[config.mk]
export PLATFORM = sky130hd
export DESIGN_NAME = stream_mux_rr
export DESIGN_NICKNAME = d
export VERILOG_FILES = /design/src/rtl/stream_mux_rr.sv
export SDC_FILE = /design/constraint.sdc
export NUM_CORES = 1
export LEC_CHECK = 0
export BUFFER_PORTS_ARGS = -buffer_cell sky130_fd_sc_hd__buf_2
export CORE_ASPECT_RATIO = 1.5
export CORE_MARGIN = 1
export CORE_UTILIZATION = 30
export DETAILED_ROUTE_END_ITERATION = 10
export PLACE_DENSITY_LB_ADDON = 0.3
export SYNTH_ARGS = -nofsm -noshare
export SYNTH_HDL_FRONTEND = slang
export SYNTH_SLANG_ARGS = --single-unit
export TNS_END_PERCENT = 20
[constraint.sdc]
create_clock -name clk -period 5.7 [get_ports clk]
set_clock_uncertainty 0.15 [all_clocks]
set_input_delay 0.285 -clock clk [delete_from_list [all_inputs] [get_ports clk]]
set_output_delay 0.285 -clock clk [all_outputs]
set_load 0.02 [all_outputs]
[src/rtl/stream_mux_rr.sv]
// Registered N-to-1 stream multiplexer with valid/ready handshakes.
// The input channel is chosen either by a fixed select (op) or by round-robin arbitration.
module stream_mux_rr #(
    parameter int NUM_CH = 8,
    parameter int WIDTH  = 4,
    parameter int SEL_W  = 3
) (
    input  logic                    clk,
    input  logic                    rst,
    input  logic [NUM_CH*WIDTH-1:0] in_data,
    input  logic [NUM_CH-1:0]       in_valid,
    output logic [NUM_CH-1:0]       in_ready,
    input  logic                    mode,
    input  logic [SEL_W-1:0]        op,
    output logic [WIDTH-1:0]        out_data,
    output logic [SEL_W-1:0]        out_ch,
    output logic                    out_valid,
    input  logic                    out_ready
);

    localparam logic [SEL_W:0]   NUM_CH_X = (SEL_W + 1)'(NUM_CH);
    localparam logic [SEL_W-1:0] LAST_CH  = SEL_W'(NUM_CH - 1);

    logic             load;
    logic             found;
    logic [SEL_W-1:0] gidx;
    logic [WIDTH-1:0] gdata;
    logic [SEL_W-1:0] ptr;
    logic [SEL_W:0]   cand;

    assign load = ~out_valid | out_ready;

    // Grant search: round-robin scans upward from ptr with wrap; fixed mode only honours op < NUM_CH.
    always_comb begin
        found = 1'b0;
        gidx  = '0;
        cand  = '0;
        if (mode) begin
            for (int k = 0; k < NUM_CH; k++) begin
                cand = {1'b0, ptr} + (SEL_W + 1)'(k);
                if (cand >= NUM_CH_X) begin
                    cand = cand - NUM_CH_X;
                end
                if (!found && in_valid[cand[SEL_W-1:0]]) begin
                    found = 1'b1;
                    gidx  = cand[SEL_W-1:0];
                end
            end
        end else begin
            for (int i = 0; i < NUM_CH; i++) begin
                if (op == SEL_W'(i) && in_valid[i]) begin
                    found = 1'b1;
                    gidx  = SEL_W'(i);
                end
            end
        end
    end

    always_comb begin
        gdata    = '0;
        in_ready = '0;
        for (int i = 0; i < NUM_CH; i++) begin
            if (gidx == SEL_W'(i)) begin
                gdata       = in_data[i*WIDTH +: WIDTH];
                in_ready[i] = ~rst & load & found;
            end
        end
    end

    // Output stage: loads whenever empty or draining; ptr moves only on round-robin grants.
    always_ff @(posedge clk or posedge rst) begin
        if (rst) begin
            out_valid <= 1'b0;
            out_data  <= '0;
            out_ch    <= '0;
            ptr       <= '0;
        end else if (load) begin
            out_valid <= found;
            if (found) begin
                out_data <= gdata;
                out_ch   <= gidx;
                if (mode) begin
                    ptr <= (gidx == LAST_CH) ? '0 : gidx + SEL_W'(1);
                end
            end
        end
    end

endmodule

# [Yosys cells after proc, flatten, opt, wreduce, memory -nomap -nowiden]
# Index checks and enable logic that the tools add are counted.
[op_classes] n_reduce_logical=26 bitwise=5 addsub=16 eq_ne=14 magnitude_cmp=16 n_mux=89
[ops] op="3-bit 2-to-1 mux" n=32
[ops] op="1-bit 2-to-1 mux" n=41
[ops] op="3-bit by 4-bit less-than comparator with 1-bit output, second input constant" n=8
[ops] op="4-bit 2-to-1 mux" n=8
[ops] op="4-bit greater-or-equal comparator, second input constant" n=7
[ops] op="1-bit binary-select mux with 3-bit select" n=8
[ops] op="3-bit == test, second input constant" n=8
[ops] op="3-bit by 1-bit subtractor with 3-bit output, second input constant" n=8
[ops] op="3-bit by 3-bit adder with 4-bit output, second input constant" n=4
[ops] op="1-bit logical AND" n=15
[ops] op="3-bit by 2-bit == test with 1-bit output, second input constant" n=4
[ops] op="3-bit by 2-bit adder with 4-bit output, second input constant" n=2
[ops] op="1-bit zero test" n=7
[ops] op="3-bit by 1-bit == test with 1-bit output, second input constant" n=2
[ops] op="3-bit zero test" n=2
[ops] op="3-bit by 1-bit adder with 4-bit output, second input constant" n=1
[ops] op="3-bit by 4-bit greater-or-equal comparator with 1-bit output, second input constant" n=1
[ops] op="3-bit by 1-bit adder with 3-bit output, second input constant" n=1
[ops] op="3-bit AND reduction" n=1
[ops] op="1-bit bitwise AND" n=2
[ops] op="1-bit inverter" n=2
[ops] op="2-bit AND reduction" n=1
[ops] op="1-bit OR" n=1
[totals] word_cells=170 regBits=11 output_inout_bits=16

# [Logic depth before layout (Yosys ltp)]
[logic_depth] depth_word=44 mapped_depth=20

# [Least setup slack after synthesis]
# OpenSTA, ideal clock, no wires.
[synth_timing] path_type="register to output" startpoint="register ptr[1]" endpoint="output in_ready[3]" t_arrival_ps=4396 path_buffers=3 setup_slack_ps=869 stages_incl_launch_ff=16 required_time_ps=5265 path_cell_list="dfrtp_1 clkbuf_1 inv_2 ha_1 buf_6 mux2_1 mux4_2 a2bb2oi_2 or3_4 or3_1 a31oi_1 buf_2 ha_1 ha_1 inv_1 nor3_1"
[synth_via] elab_chain_cells=37 word_cells_on_any_way=97 classes_between="add/sub: 15; order compare: 8; eq/ne: 1; mux: 58; bitwise: 1; reduce/logical: 14"
[synth_lines] element="start, declared" line="28" source="logic [SEL_W-1:0] ptr;"
[synth_lines] element="start signal, assigned" line="83" source="ptr <= (gidx == LAST_CH) ? '0 : gidx + SEL_W'(1);"
[synth_lines] element="branches (longest 33 deep; another with 3-bit by 1-bit adder with 4-bit output)"
[synth_lines] element="3-bit 2-to-1 mux *" line="44" source="if (!found && in_valid[cand[SEL_W-1:0]]) begin"
[synth_lines] element="3-bit 2-to-1 mux *" line="38" source="if (mode) begin"
[synth_lines] element="via gidx[1]" line="26" source="logic [SEL_W-1:0] gidx;"
[synth_lines] element="3-bit by 2-bit == test with 1-bit output *" line="63" source="if (gidx == SEL_W'(i)) begin"
[synth_lines] element="1-bit 2-to-1 mux *" line="63"
[synth_lines] element="end, declared" line="12" source="output logic [NUM_CH-1:0] in_ready,"
# Mark *: on every way through the listed nets, which the timed path passes. The select of a mux whose other input is x is not followed.

# [Worst setup path in the final report]
[layout_timing] startpoint="register ptr[1]" endpoint="output in_ready[3]"
[layout_via] elab_chain_cells=37 word_cells_on_any_way=97 classes_between="add/sub: 15; order compare: 8; eq/ne: 1; mux: 58; bitwise: 1; reduce/logical: 14"
[layout_lines] element="branches (longest 36 deep; another with 3-bit by 1-bit adder with 4-bit output)"
[layout_lines] element="1-bit 2-to-1 mux *" line="63"
# Mark *: on every way between the ends. The select of a mux whose other input is x is not followed.

==> run summary <==
The number of setup buffers added after CTS came out at 0. The worst setup path is captured at a primary output. The logs give 20 for the pin count of the biggest net entering global routing and 6.92 mm for the final wirelength. The run gives 31.0% as the initial core utilization.

In this run, CTS created clock tree buffers numbering 3. Detailed-routed wire length on met2: 3.78 mm. The kind of launch point of the worst setup path was a flop.

The post-synthesis register bit count works out to 11. Cell area after synthesis: 2110 um2. The most critical setup path has its endpoint at in_ready[3]. Counting stages on the worst path, the most repeated cell is sky130_fd_sc_hd__ha_1. The worst slack on hold paths is 209 ps, and the logic depth of the worst register-to-register path is 13. The tools report the length of routed wiring on met1 as 2.57 mm.

Summed over all nets, the half-perimeter wirelength after detailed placement is 5.66 mm. In the final routed layout, each cell accounts on average for 17.8 um. For the worst-skew pair, the clock arrives at the later sink with an insertion delay of 240 ps. In this run the standard cell core region covers 6810 um2. The share of the cycle needed by the critical path after routing is 90.6%. The violation count after the first detailed-routing iteration came out at 141. For the overall overflow remaining after global route, the log shows 0.

The net count of the finished layout is 365. The count of different cell masters after synthesis came out at 50. The min-delay analysis places its worst path in the category in2reg. Setup violations remaining at the end of the flow were counted as 0. Signal routing reaches up to met4.

In this run the mean area of a mapped cell was 8.17 um2. Proportion of register bits with asynchronous set or reset after synthesis: 100%. Counting every sink on the clock net gives 11.

For this run, the number of Yosys warnings is 0. CTS placed an instance of sky130_fd_sc_hd__clkbuf_8 at the clock tree root. The worst setup path is of the reg2out kind.

The number of slew-limit violations in the final report is 0, and the worst endpoint data arrival time is 4730 ps. The analysis attributes to cell leakage a power of 1.12 nW. Relative max-transition margin: 56.2%. Once detail routing completed, the nets flagged for antenna violations numbered 0. The worst path meets setup with 537 ps of slack.

The run gives 2315 as the number of global-route vias before repair. For this design the ratio of total power to cell area is 570 nW/um2. Setup repair after global routing left no endpoint under its margin. The final hold violation count came out at 0. Detailed routing placed a total of 301 um of wire on met3. At the pin with the least slew margin, the transition time is 656 ps.

The share of cells above drive strength 1 came out at 34.2%. Routability-driven placement congestion ratio: 0.903. The synthesized design spends more area on one cell type than any other, namely sky130_fd_sc_hd__mux4_2. For the number of inserted diodes, the log shows 0.

Timing analysis after detailed placement gives a worst setup slack of 716 ps. The buffer and inverter count on the worst path is 3. Ranked by total cell area, the synthesized netlist is headed by sky130_fd_sc_hd__mux4_2 14%, sky130_fd_sc_hd__dfrtp_1 13%, sky130_fd_sc_hd__mux2i_1 8.6%.

Gates resized during post-CTS repair numbered 0. The run gives 13.1% as the sequential-to-total area share from yosys stat. During placement, the flow inserted port buffers numbering 62.

The total global routing track utilization was 19.8%; the critical path's largest stage delay was 530 ps. Counting buffers and inverters, the worst setup path is 13 cells deep. The number of vias per cell after detailed routing came out at 5.75. The setup slack on the worst flop-to-flop path was 680 ps; the die outline area was 7370 um2. The slowest stage of the critical path is the sky130_fd_sc_hd__ha_1 cell. TritonCTS built the clock tree.

The commonest register cell after synthesis was sky130_fd_sc_hd__dfrtp_1. The tool flagged a number of max-cap violations equal to 0. The startpoint identified for the worst register-to-register timing path is ptr[1]. The dominant cell by count in the synthesized netlist was sky130_fd_sc_hd__nand2_1. For this run, design rule violations remaining after detail routing come to 0. The number of placement rows came out at 37.

The H-tree depth reported by CTS was 1. The area fraction of the dominant cell type after synthesis was 13.9%. The data required time at the worst endpoint is 5270 ps. After clock tree synthesis, the clock-pin slew on the worst setup and hold paths is 50 ps. The run finished with clean final reports. For the final sum of negative setup slack, the log shows 0 ps. The family with the most delay on the worst path was adder cells. The worst path needs 5160 ps of the cycle, external delays included. The first global-routing pass estimated 11.6 mm of wire.

The logs give 312 for the net count after synthesis and 4 for the number of search-and-repair iterations in the first detailed-routing pass. Fmax: 0.194 GHz. In this run the worst setup path begins at ptr[1].

63 I/O pins were placed. Walking the worst path, the cells encountered are inv_2 > ha_1 > mux2_2 > mux4_2 > a2bb2oi_2 > or3_4 > or3_1 > a31oi_1 > ha_1 > ha_1 > inv_1 > nor3_1 > buf_2. In this run the deepest clock path goes through 2 buffers. The largest fanout of any net on the critical path is 10. The worst ir drop on vdd is 0.000262 V. Detailed routing inserted a total of 2231 vias. The terminus of the critical flop-to-flop path is out_data[0]. The cell count after synthesis came out at 258. Counting flops with a built-in enable in the synthesized netlist gives 0.

The horizontal die dimension is 70.4 um. Hold-fix buffer count after cts: 1. The number of antenna violations at the first check in global routing is 0, and the layout overhead on the synthesized area is 19.3%. The height of the die came out at 105 um.

Counting instances in the post-synthesis netlist gives the leading cell types as 25 x sky130_fd_sc_hd__nand2_1, 21 x sky130_fd_sc_hd__inv_1, 18 x sky130_fd_sc_hd__mux2i_1.
## worst min-delay path, cell delays in order
cell and delay (ps):
sky130_fd_sc_hd__buf_2 70, sky130_fd_sc_hd__nand2b_1 140, sky130_fd_sc_hd__nand2_1 60
## worst min path at each step
stage / start / end / slack (ps) / cells after the start
after detailed placement: rst / out_ch[2] / 220 / 2
after CTS: out_ready / out_valid / 220 / 3
after floorplan: rst / out_ch[0] / -7 / 1
after global placement: rst / out_ch[2] / 220 / 2
after global routing: out_ready / out_valid / 250 / 3
final: out_ready / out_valid / 210 / 3
## cell type report
type,instances,area [um2]
Multi-Input combinational cell,204,1650
Timing Repair Buffer,69,365
Fill cell,707,4290
Sequential cell,11,275
Tap cell,78,97.6
Clock buffer,4,45.0
Inverter,22,82.6
## cell families (layout without fill, tap and decap cells)
logic type	after synthesis	count (layout)	synth area share (%)
fa+ha+maj	7	7	4.16
xor+xnor	2	2	0.832
flops	11	11	13.1
compound gates	66	66	24.1
mux	42	42	28.3
simple gates	87	87	20.8
buf+inv	43	95	8.73
## per-layer routing
layer	global-route usage, %	vias to the layer above
met5	0	-
met4	10.4	0
met3	2.22	22
met2	36.6	90
met1	21.5	1043
li1	-	1076
## metrics by stage
stage	instance area (um2)	utilization, %	power (mW)	instances
after floorplan	2110	-	1.08	258
after global placement	2460	36.1	1.34	383
after detailed placement	2460	36.1	1.34	383
after CTS	2510	36.9	1.43	388
after global routing	2510	36.9	1.56	388
final	2510	36.9	1.43	388
## sequential cells by signal (all words and copies together), names as in the netlist
name	cells
out_data	4
out_ch	3
ptr	3
out_valid	1
## layout by cell type, fill, tap and decap left out, drive strengths merged, types with 6 or more instances in the layout
cell,Yosys,final
buf,9,68
nand2,25,25
inv,22,22
mux2i,18,18
a21oi,16,16
mux4,13,13
nand3,13,13
nor2,12,12
dfrtp,11,11
mux2,11,11
o41ai,8,8
o21ai,8,8
nor2b,7,7
ha,7,7
nor3,6,6
## power by group
group          internal [mW]  total, mW  leakage (nW)  switching, mW
Combinational          0.507       1.20         0.964          0.690
Clock                 0.0492     0.0799        0.0228         0.0307
Sequential             0.113      0.156         0.131         0.0422
Total                  0.669       1.43          1.12          0.763
(Power assumes the default switching activity.)
